## config.mk

```make
export PLATFORM = sky130hd
export DESIGN_NAME = uart_prog_loader_flat
export DESIGN_NICKNAME = d
export VERILOG_FILES = /design/src/rtl/uart_loader_pkg.sv /design/src/rtl/uart_prog_loader_if.sv /design/src/rtl/uart_rx_byte.sv /design/src/rtl/uart_prog_loader.sv /design/src/flat_wrapper.sv
export SDC_FILE = /design/constraint.sdc
export NUM_CORES = 1
export LEC_CHECK = 0
export CORE_AREA = 2 2 116 118
export DETAILED_ROUTE_END_ITERATION = 8
export DIE_AREA = 0 0 118 120
export PLACE_DENSITY = 0.74
export SKIP_CTS_REPAIR_TIMING = 1
export SLEW_MARGIN = 20
export SYNTH_ARGS = -nofsm -noshare
export SYNTH_HDL_FRONTEND = slang
export SYNTH_SLANG_ARGS = --single-unit
export TNS_END_PERCENT = 10
```

## constraint.sdc

```tcl
create_clock -name clock -period 2.3 [get_ports clock]
set_input_delay 0.46 -clock clock [delete_from_list [all_inputs] [get_ports clock]]
set_output_delay 0.46 -clock clock [all_outputs]
set_load 0.05 [all_outputs]
```

## src/rtl/uart_loader_pkg.sv

```systemverilog
// uart_loader_pkg: shared types and constants for the UART program loader.
// Build option: LOADER_CHECKSUM_EN adds the CHK loader state.
package uart_loader_pkg;
    localparam int HDR_BYTES      = 3;
    localparam int BYTES_PER_WORD = 4;
    typedef enum logic [1:0] {RX_IDLE, RX_START, RX_DATA, RX_STOP} rx_state_t;
`ifdef LOADER_CHECKSUM_EN
    typedef enum logic [2:0] {IDLE, HDR, DATA, DONE, CHK} ld_state_t;
`else
    typedef enum logic [1:0] {IDLE, HDR, DATA, DONE} ld_state_t;
`endif
endpackage

```

## src/rtl/uart_prog_loader_if.sv

```systemverilog
// uart_prog_loader_if: memory upgrade write port.
// Signals: upg_wen write strobe, upg_sel target (0 imem / 1 dmem),
// upg_adr word address, upg_dat write data.
// master = loader side (drives), slave = memory side (receives).
interface uart_prog_loader_if;
    logic        upg_wen;
    logic        upg_sel;
    logic [13:0] upg_adr;
    logic [31:0] upg_dat;
    modport master (output upg_wen, upg_sel, upg_adr, upg_dat);
    modport slave  (input  upg_wen, upg_sel, upg_adr, upg_dat);
endinterface

```

## src/rtl/uart_rx_byte.sv

```systemverilog
// uart_rx_byte: 8N1 UART byte receiver.
// Ports: clock, rst (async active-low), rx serial line (idle high);
// rx_data received byte, byte_valid one-cycle strobe with a good stop bit,
// frame_err_pulse one-cycle strobe when the stop bit is sampled low.
module uart_rx_byte
    import uart_loader_pkg::*;
#(
    parameter int CLKS_PER_BIT = 87
) (
    input  logic       clock,
    input  logic       rst,
    input  logic       rx,
    output logic [7:0] rx_data,
    output logic       byte_valid,
    output logic       frame_err_pulse
);
    localparam int CW = $clog2(CLKS_PER_BIT);
    localparam logic [CW-1:0] HALF = CW'(CLKS_PER_BIT / 2);
    localparam logic [CW-1:0] FULL = CW'(CLKS_PER_BIT - 1);

    rx_state_t     state;
    logic [2:0]    sync;
    logic [CW-1:0] cnt;
    logic [2:0]    bit_idx;
    logic [7:0]    sh;

    // sync[1:0] is the two-flop synchronizer; sync[2] is the previous
    // synchronized level so a true falling edge is required to start.
    always_ff @(posedge clock or negedge rst) begin
        if (!rst) begin
            state           <= RX_IDLE;
            sync            <= 3'b111;
            cnt             <= '0;
            bit_idx         <= '0;
            sh              <= '0;
            rx_data         <= '0;
            byte_valid      <= 1'b0;
            frame_err_pulse <= 1'b0;
        end else begin
            sync            <= {sync[1:0], rx};
            byte_valid      <= 1'b0;
            frame_err_pulse <= 1'b0;
            case (state)
                RX_IDLE: begin
                    cnt <= '0;
                    if (sync[2] && !sync[1]) state <= RX_START;
                end
                RX_START: begin
                    if (cnt == HALF) begin
                        state   <= sync[1] ? RX_IDLE : RX_DATA;
                        cnt     <= '0;
                        bit_idx <= '0;
                    end else cnt <= cnt + 1'b1;
                end
                RX_DATA: begin
                    if (cnt == FULL) begin
                        cnt     <= '0;
                        sh      <= {sync[1], sh[7:1]};
                        bit_idx <= bit_idx + 3'd1;
                        if (bit_idx == 3'd7) state <= RX_STOP;
                    end else cnt <= cnt + 1'b1;
                end
                RX_STOP: begin
                    if (cnt == FULL) begin
                        state <= RX_IDLE;
                        cnt   <= '0;
                        if (sync[1]) begin
                            byte_valid <= 1'b1;
                            rx_data    <= sh;
                        end else frame_err_pulse <= 1'b1;
                    end else cnt <= cnt + 1'b1;
                end
            endcase
        end
    end
endmodule

```

## src/rtl/uart_prog_loader.sv

```systemverilog
// uart_prog_loader: loads a program image over UART into instruction/data memory.
// Ports: clock, rst (async active-low), uart_rx serial in, start_load arm pulse;
// upg (master) memory write port; cpu_hold CPU reset while loading;
// upg_done sticky success; frame_err sticky stop-bit error;
// chk_err sticky checksum mismatch (only with LOADER_CHECKSUM_EN).
// Frame: byte0[0] = target, bytes1-2 = word count N (LE), then N LE words,
// then (LOADER_CHECKSUM_EN) one XOR checksum byte over all preceding bytes.
module uart_prog_loader
    import uart_loader_pkg::*;
#(
    parameter int CLKS_PER_BIT = 87,
    parameter int MEM_WORDS    = 16384
) (
    input  logic                       clock,
    input  logic                       rst,
    input  logic                       uart_rx,
    input  logic                       start_load,
    uart_prog_loader_if.master         upg,
    output logic                       cpu_hold,
    output logic                       upg_done,
`ifdef LOADER_CHECKSUM_EN
    output logic                       chk_err,
`endif
    output logic                       frame_err
);
`ifdef LOADER_CHECKSUM_EN
    localparam ld_state_t LAST_ST = CHK;
`else
    localparam ld_state_t LAST_ST = DONE;
`endif

    ld_state_t   state;
    logic [1:0]  hdr_cnt;
    logic [1:0]  byte_cnt;
    logic [15:0] n;
    logic [15:0] word_cnt;
    logic [23:0] asm_q;
    logic [7:0]  rx_data;
    logic        byte_valid;
    logic        fe_pulse;
`ifdef LOADER_CHECKSUM_EN
    logic [7:0]  chk;
`endif

    uart_rx_byte #(.CLKS_PER_BIT(CLKS_PER_BIT)) u_rx (
        .clock          (clock),
        .rst            (rst),
        .rx             (uart_rx),
        .rx_data        (rx_data),
        .byte_valid     (byte_valid),
        .frame_err_pulse(fe_pulse)
    );

    always_ff @(posedge clock or negedge rst) begin
        if (!rst) begin
            state       <= IDLE;
            hdr_cnt     <= '0;
            byte_cnt    <= '0;
            n           <= '0;
            word_cnt    <= '0;
            asm_q       <= '0;
            upg.upg_wen <= 1'b0;
            upg.upg_sel <= 1'b0;
            upg.upg_adr <= '0;
            upg.upg_dat <= '0;
            cpu_hold    <= 1'b0;
            upg_done    <= 1'b0;
            frame_err   <= 1'b0;
`ifdef LOADER_CHECKSUM_EN
            chk         <= '0;
            chk_err     <= 1'b0;
`endif
        end else begin
            upg.upg_wen <= 1'b0;
            frame_err   <= frame_err | fe_pulse;
            // address advances only after a real write, so skipped words never wrap it
            if (upg.upg_wen) upg.upg_adr <= upg.upg_adr + 14'd1;
            if (start_load) begin
                state       <= HDR;
                hdr_cnt     <= '0;
                byte_cnt    <= '0;
                word_cnt    <= '0;
                upg.upg_adr <= '0;
                cpu_hold    <= 1'b1;
                upg_done    <= 1'b0;
                frame_err   <= 1'b0;
`ifdef LOADER_CHECKSUM_EN
                chk         <= '0;
                chk_err     <= 1'b0;
`endif
            end else if (byte_valid) begin
                case (state)
                    HDR: begin
                        hdr_cnt <= hdr_cnt + 2'd1;
`ifdef LOADER_CHECKSUM_EN
                        chk     <= chk ^ rx_data;
`endif
                        if (hdr_cnt == 2'd0) upg.upg_sel <= rx_data[0];
                        else if (hdr_cnt == 2'd1) n[7:0] <= rx_data;
                        else if (hdr_cnt == 2'(HDR_BYTES - 1)) begin
                            n[15:8] <= rx_data;
                            if ({rx_data, n[7:0]} == 16'd0) begin
                                state <= LAST_ST;
                                if (LAST_ST == DONE) begin
                                    upg_done <= 1'b1;
                                    cpu_hold <= 1'b0;
                                end
                            end else state <= DATA;
                        end
                    end
                    DATA: begin
                        byte_cnt <= byte_cnt + 2'd1;
`ifdef LOADER_CHECKSUM_EN
                        chk      <= chk ^ rx_data;
`endif
                        if (byte_cnt != 2'(BYTES_PER_WORD - 1)) asm_q <= {rx_data, asm_q[23:8]};
                        else begin
                            upg.upg_dat <= {rx_data, asm_q};
                            upg.upg_wen <= 32'(word_cnt) < MEM_WORDS;
                            word_cnt    <= word_cnt + 16'd1;
                            if (word_cnt + 16'd1 == n) begin
                                state <= LAST_ST;
                                if (LAST_ST == DONE) begin
                                    upg_done <= 1'b1;
                                    cpu_hold <= 1'b0;
                                end
                            end
                        end
                    end
`ifdef LOADER_CHECKSUM_EN
                    CHK: begin
                        state    <= (rx_data == chk) ? DONE : IDLE;
                        upg_done <= rx_data == chk;
                        chk_err  <= rx_data != chk;
                        cpu_hold <= 1'b0;
                    end
`endif
                    default: ;
                endcase
            end
        end
    end
endmodule

```

## src/flat_wrapper.sv

```systemverilog
// flat-port wrapper written by rule: the top's interface ports become plain ports
module uart_prog_loader_flat import uart_loader_pkg::*;
#(
    parameter int CLKS_PER_BIT = 87,
    parameter int MEM_WORDS    = 16384
)
  (clock, rst, uart_rx, start_load, cpu_hold, upg_done, frame_err, upg_upg_wen, upg_upg_sel, upg_upg_adr, upg_upg_dat);
  uart_prog_loader_if upg_i ();
  input  logic clock;
  input  logic rst;
  input  logic uart_rx;
  input  logic start_load;
  output logic cpu_hold;
  output logic upg_done;
  output logic frame_err;
  output wire logic [$bits(upg_i.upg_wen)-1:0] upg_upg_wen;
  output wire logic [$bits(upg_i.upg_sel)-1:0] upg_upg_sel;
  output wire logic [$bits(upg_i.upg_adr)-1:0] upg_upg_adr;
  output wire logic [$bits(upg_i.upg_dat)-1:0] upg_upg_dat;
  assign upg_upg_wen = upg_i.upg_wen;
  assign upg_upg_sel = upg_i.upg_sel;
  assign upg_upg_adr = upg_i.upg_adr;
  assign upg_upg_dat = upg_i.upg_dat;
  uart_prog_loader #(.CLKS_PER_BIT(CLKS_PER_BIT), .MEM_WORDS(MEM_WORDS)) u_core (.clock(clock), .rst(rst), .uart_rx(uart_rx), .start_load(start_load), .upg(upg_i), .cpu_hold(cpu_hold), .upg_done(upg_done), .frame_err(frame_err));
endmodule
```

==> run_results.csv, run 1 <==
group,metric,value,unit
cts,clkLatencyLatePin,420,ps
power_and_ir_drop,p_switching,0.00125,W
layout,final_layout_size_suffix_gt1_share,27.3,%
cts,max-clock-path-buffers,2,
sta,clock_skew,6.76,ps
synthesis,avgSynthCellArea,12.1,um2
floorplan,core_area,0.0130,mm2
drt,drt_pass1_iterations,4,
global_route,grt_start_max_net_pins,53,
worst_setup_path,critPathKind,"reg -> reg",
synthesis,synth_cells,541,
synthesis,ys_ff_latch,146,
power_and_ir_drop,p_leak,3.70,nW
global_route,grt_pass1_wl,22600,um
layout,area_delta_synth_final,22.8,%
sta,slew_viol_final,0,
worst_setup_path,cp.required,2650,ps
layout,antenna_cells,0,
power_and_ir_drop,p_sw_share,22.7,%
sta,fmax,457,MHz
synthesis,synth_seq_area_share,55.8,%
worst_setup_path,rrSetupSlack,110,ps
synthesis,synth_top_area_share,54.6,%
floorplan,die_h,120,um
sta,slew_headroom,63.7,%
worst_setup_path,r2r-start,"u_core.word_cnt[4]",
cts,cts_tree,"built",
worst_setup_path,cp_num_cells,7,
worst_setup_path,crit_path_end_kind,"register",
place,place.gp.congestion,0.891,
power_and_ir_drop,cellPowerDensity,683,mW/mm2
floorplan,die_area,0.0142,mm2
synthesis,yosys_warnings,0,
drt,antenna_left,0,
drt,routed-wl-met3,549,um
synthesis,synth_cell_types,51,
sta,fin_crit_sh,95.2,%
place,dp_slack,-4.99,ps
worst_setup_path,critPathLaunchType,"register",
drt,via_per_inst,5.46,
drt,vias,4420,
sta,hold_viol,6,
worst_setup_path,path_delay_family,"simple AND/OR/NAND/NOR gates",
worst_setup_path,max_stage_delay,650,ps
worst_setup_path,critPathArrivalTime,2540,ps
sta,setup_ws,111,ps
global_route,antenna_found_initial,0,
synthesis,synth_top_cell_by_area,"dfrtp_1",
global_route,grt_util_all_layers,20.2,%
status,status,"complete, but fails checks",
worst_setup_path,cp_common_cell,"nand4_1",
global_route,overflow,0,
worst_hold_path,hp-class,"in -> async",
cts,cts.sinks,146,
sta,fin_crit,2190,ps
flow_run,cap_violations,0,
layout,nets,634,
layout,utilization,62.0,%
synthesis,netlist_area,0.00655,mm2
power_and_ir_drop,clock_power_share,47.4,%
status,failed_checks,"negative hold slack",
cts,cts_root_buf,"clkbuf_16",
worst_setup_path,reg2regPathDepth,7,
worst_setup_path,worstPathMaxFanout,8,
drt,drt-met1-wl,5760,um
floorplan,pin_count,55,
drt,wl_per_cell,16.5,um
floorplan,fp-row-count,42,
cts,clkTransAtPathRegs,60,ps
drt,wl_met2,6780,um
place,dp_cells,773,
power_and_ir_drop,max-vdd-ir-drop,0.581,mV
floorplan,die_w,118,um
floorplan,initial_utilization,50.5,%
synthesis,yosys-top-cells-area,"dfrtp_1 (55%), mux2_2 (15%), xnor2_1 (3.5%)",
drt,drc_errors,0,
drt,top_layer,"met4",
synthesis,synth_edf_count,0,
sta,worst_pin_slew,542,ps
worst_setup_path,crit_start,"u_core.word_cnt[4]",
worst_setup_path,path_cells,"nand4_1 > buf_4 > or4_2 > a21oi_2 > a2111oi_2 > nand4_1 > a31o_1",
synthesis,ys_async_sr_fraction,100,%
cts,htreeDepth,4,
worst_setup_path,critPathSlowestCell,"or4_2",
worst_setup_path,crit_buf_inv,1,
place,dp_hpwl,9220,um
global_route,grt_pass1_vias,4546,
power_and_ir_drop,p_comb_share,3.8,%
drt,finalWirelength,13300,um
cts,cts_buffers,17,
worst_setup_path,r2r_end,"u_core.cpu_hold",
power_and_ir_drop,power.internal,0.00425,W
synthesis,syn_nets,555,
sta,hold_ws,-3.21,ps
synthesis,synth_top_flop_cell,"dfrtp_1",
drt,drt_iter0_drc,217,
power_and_ir_drop,power_frac_seq,48.8,%
sta,setup_viol,0,
place,portBuffers,54,
layout,instances_no_fill,809,
## area by class of cell
class                      instances  area (um2)
fill                            1004        4940
sequential                       146        3660
multi-input combinational        362        2750
timing repair buffer              85         812
clock buffer                      21         460
tap                              176         220
clock inverter                    11         105
inverter                           8        30.0
## cells in the mapped netlist (4+ instances only)
library cell / n
and3_1: 6
a21oi_1: 17
nor3_1: 5
o21ai_0: 12
clkbuf_1: 14
and4_1: 6
nand2_1: 25
ha_1: 10
xnor2_1: 26
dfrtp_1: 143
nand3_1: 21
or3_1: 8
inv_1: 8
buf_6: 4
nor4_1: 8
xor2_1: 19
nor2_1: 53
a31oi_1: 4
nand3b_1: 4
nand4_1: 5
mux2_2: 89
## sequential cells by signal (all words and copies together) (netlist names), 2 cells and up, named ones only
name / flops
u_core.upg.upg_dat: 32
u_core.asm_q: 24
u_core.n: 16
u_core.word_cnt: 16
u_core.upg.upg_adr: 14
u_core.u_rx.rx_data: 8
u_core.u_rx.sh: 8
u_core.u_rx.cnt: 7
u_core.u_rx.bit_idx: 3
u_core.u_rx.sync: 3
u_core.byte_cnt: 2
u_core.hdr_cnt: 2
u_core.state: 2
## stage by stage
step	total power, W	TNS [ps]	cell area [um2]
detailed placement	0.00294	-4.99	7420
floorplan	0.00283	0	6550
CTS	0.00555	-54.5	7980
global route	0.00570	-55.1	8040
finish	0.00550	0	8040
global placement	0.00292	0	7420
## how the worst max path moves through the flow
stage / endpoint
final: u_core.cpu_hold
after global routing: u_core.cpu_hold
after CTS: u_core.cpu_hold
after detailed placement: u_core.cpu_hold
after global placement: u_core.cpu_hold
after floorplan: u_core.cpu_hold
## power by group through the flow
stage               sequential (W)  combinational (W)  clock (W)
CTS                        0.00268           0.000214    0.00265
global placement           0.00272           0.000201          0
floorplan                  0.00272           0.000114          0
global route               0.00269           0.000235    0.00278
detailed placement         0.00273           0.000213          0
finish                     0.00268           0.000207    0.00261
## logic make-up (layout without fill, tap and decap cells)
family / Yosys count / after routing / synth area share, %
mux: 91 / 91 / 15.6
fa+ha+maj: 10 / 10 / 1.91
xor+xnor: 45 / 45 / 6.01
compound gates: 50 / 50 / 4.62
flops: 146 / 146 / 55.8
buf+inv: 33 / 125 / 2.60
simple gates: 166 / 166 / 13.4
## cell usage in the layout (no fill, tap or decap), types with 4 or more instances in the layout
cell,instances
a21oi_1,16
a31oi_1,4
and3_1,6
and4_1,5
buf_4,28
clkbuf_16,17
clkdlybuf4s50_1,53
clkinv_4,4
dfrtp_1,139
dfrtp_2,4
ha_1,9
inv_1,8
mux2_2,89
nand2_1,25
nand3_1,20
nand3b_1,4
nand4_1,5
nor2_1,52
nor3_1,5
nor4_1,8
o21ai_0,12
or3_1,8
xnor2_1,26
xor2_1,19
## metal layers
layer  up-vias  track usage, %
li1       2064               -
met1      2253            25.6
met2        86            33.5
met3        17            4.99
met4         0            8.28
met5         -               0
## worst reg2reg max path: cells and delay by family, from the launching register on
kind | cells | cell delay, ps
AOI/OAI and AO/OA | 3 | 430
buffers and inverters | 1 | 210
DFF | 1 | 430
and+or+nand+nor | 3 | 1050
Power figures use the tool's default switching activity.
==> inputs of run 2 (changes only) <==
--- a/config.mk
+++ b/config.mk
@@ -10,7 +10,6 @@
 export DIE_AREA = 0 0 118 120
 export PLACE_DENSITY = 0.74
 export SKIP_CTS_REPAIR_TIMING = 1
-export SLEW_MARGIN = 20
 export SYNTH_ARGS = -nofsm -noshare
 export SYNTH_HDL_FRONTEND = slang
 export SYNTH_SLANG_ARGS = --single-unit
==> results of run 2 <==
No change in the layout: final DEF, timing and power equal those of run 1.
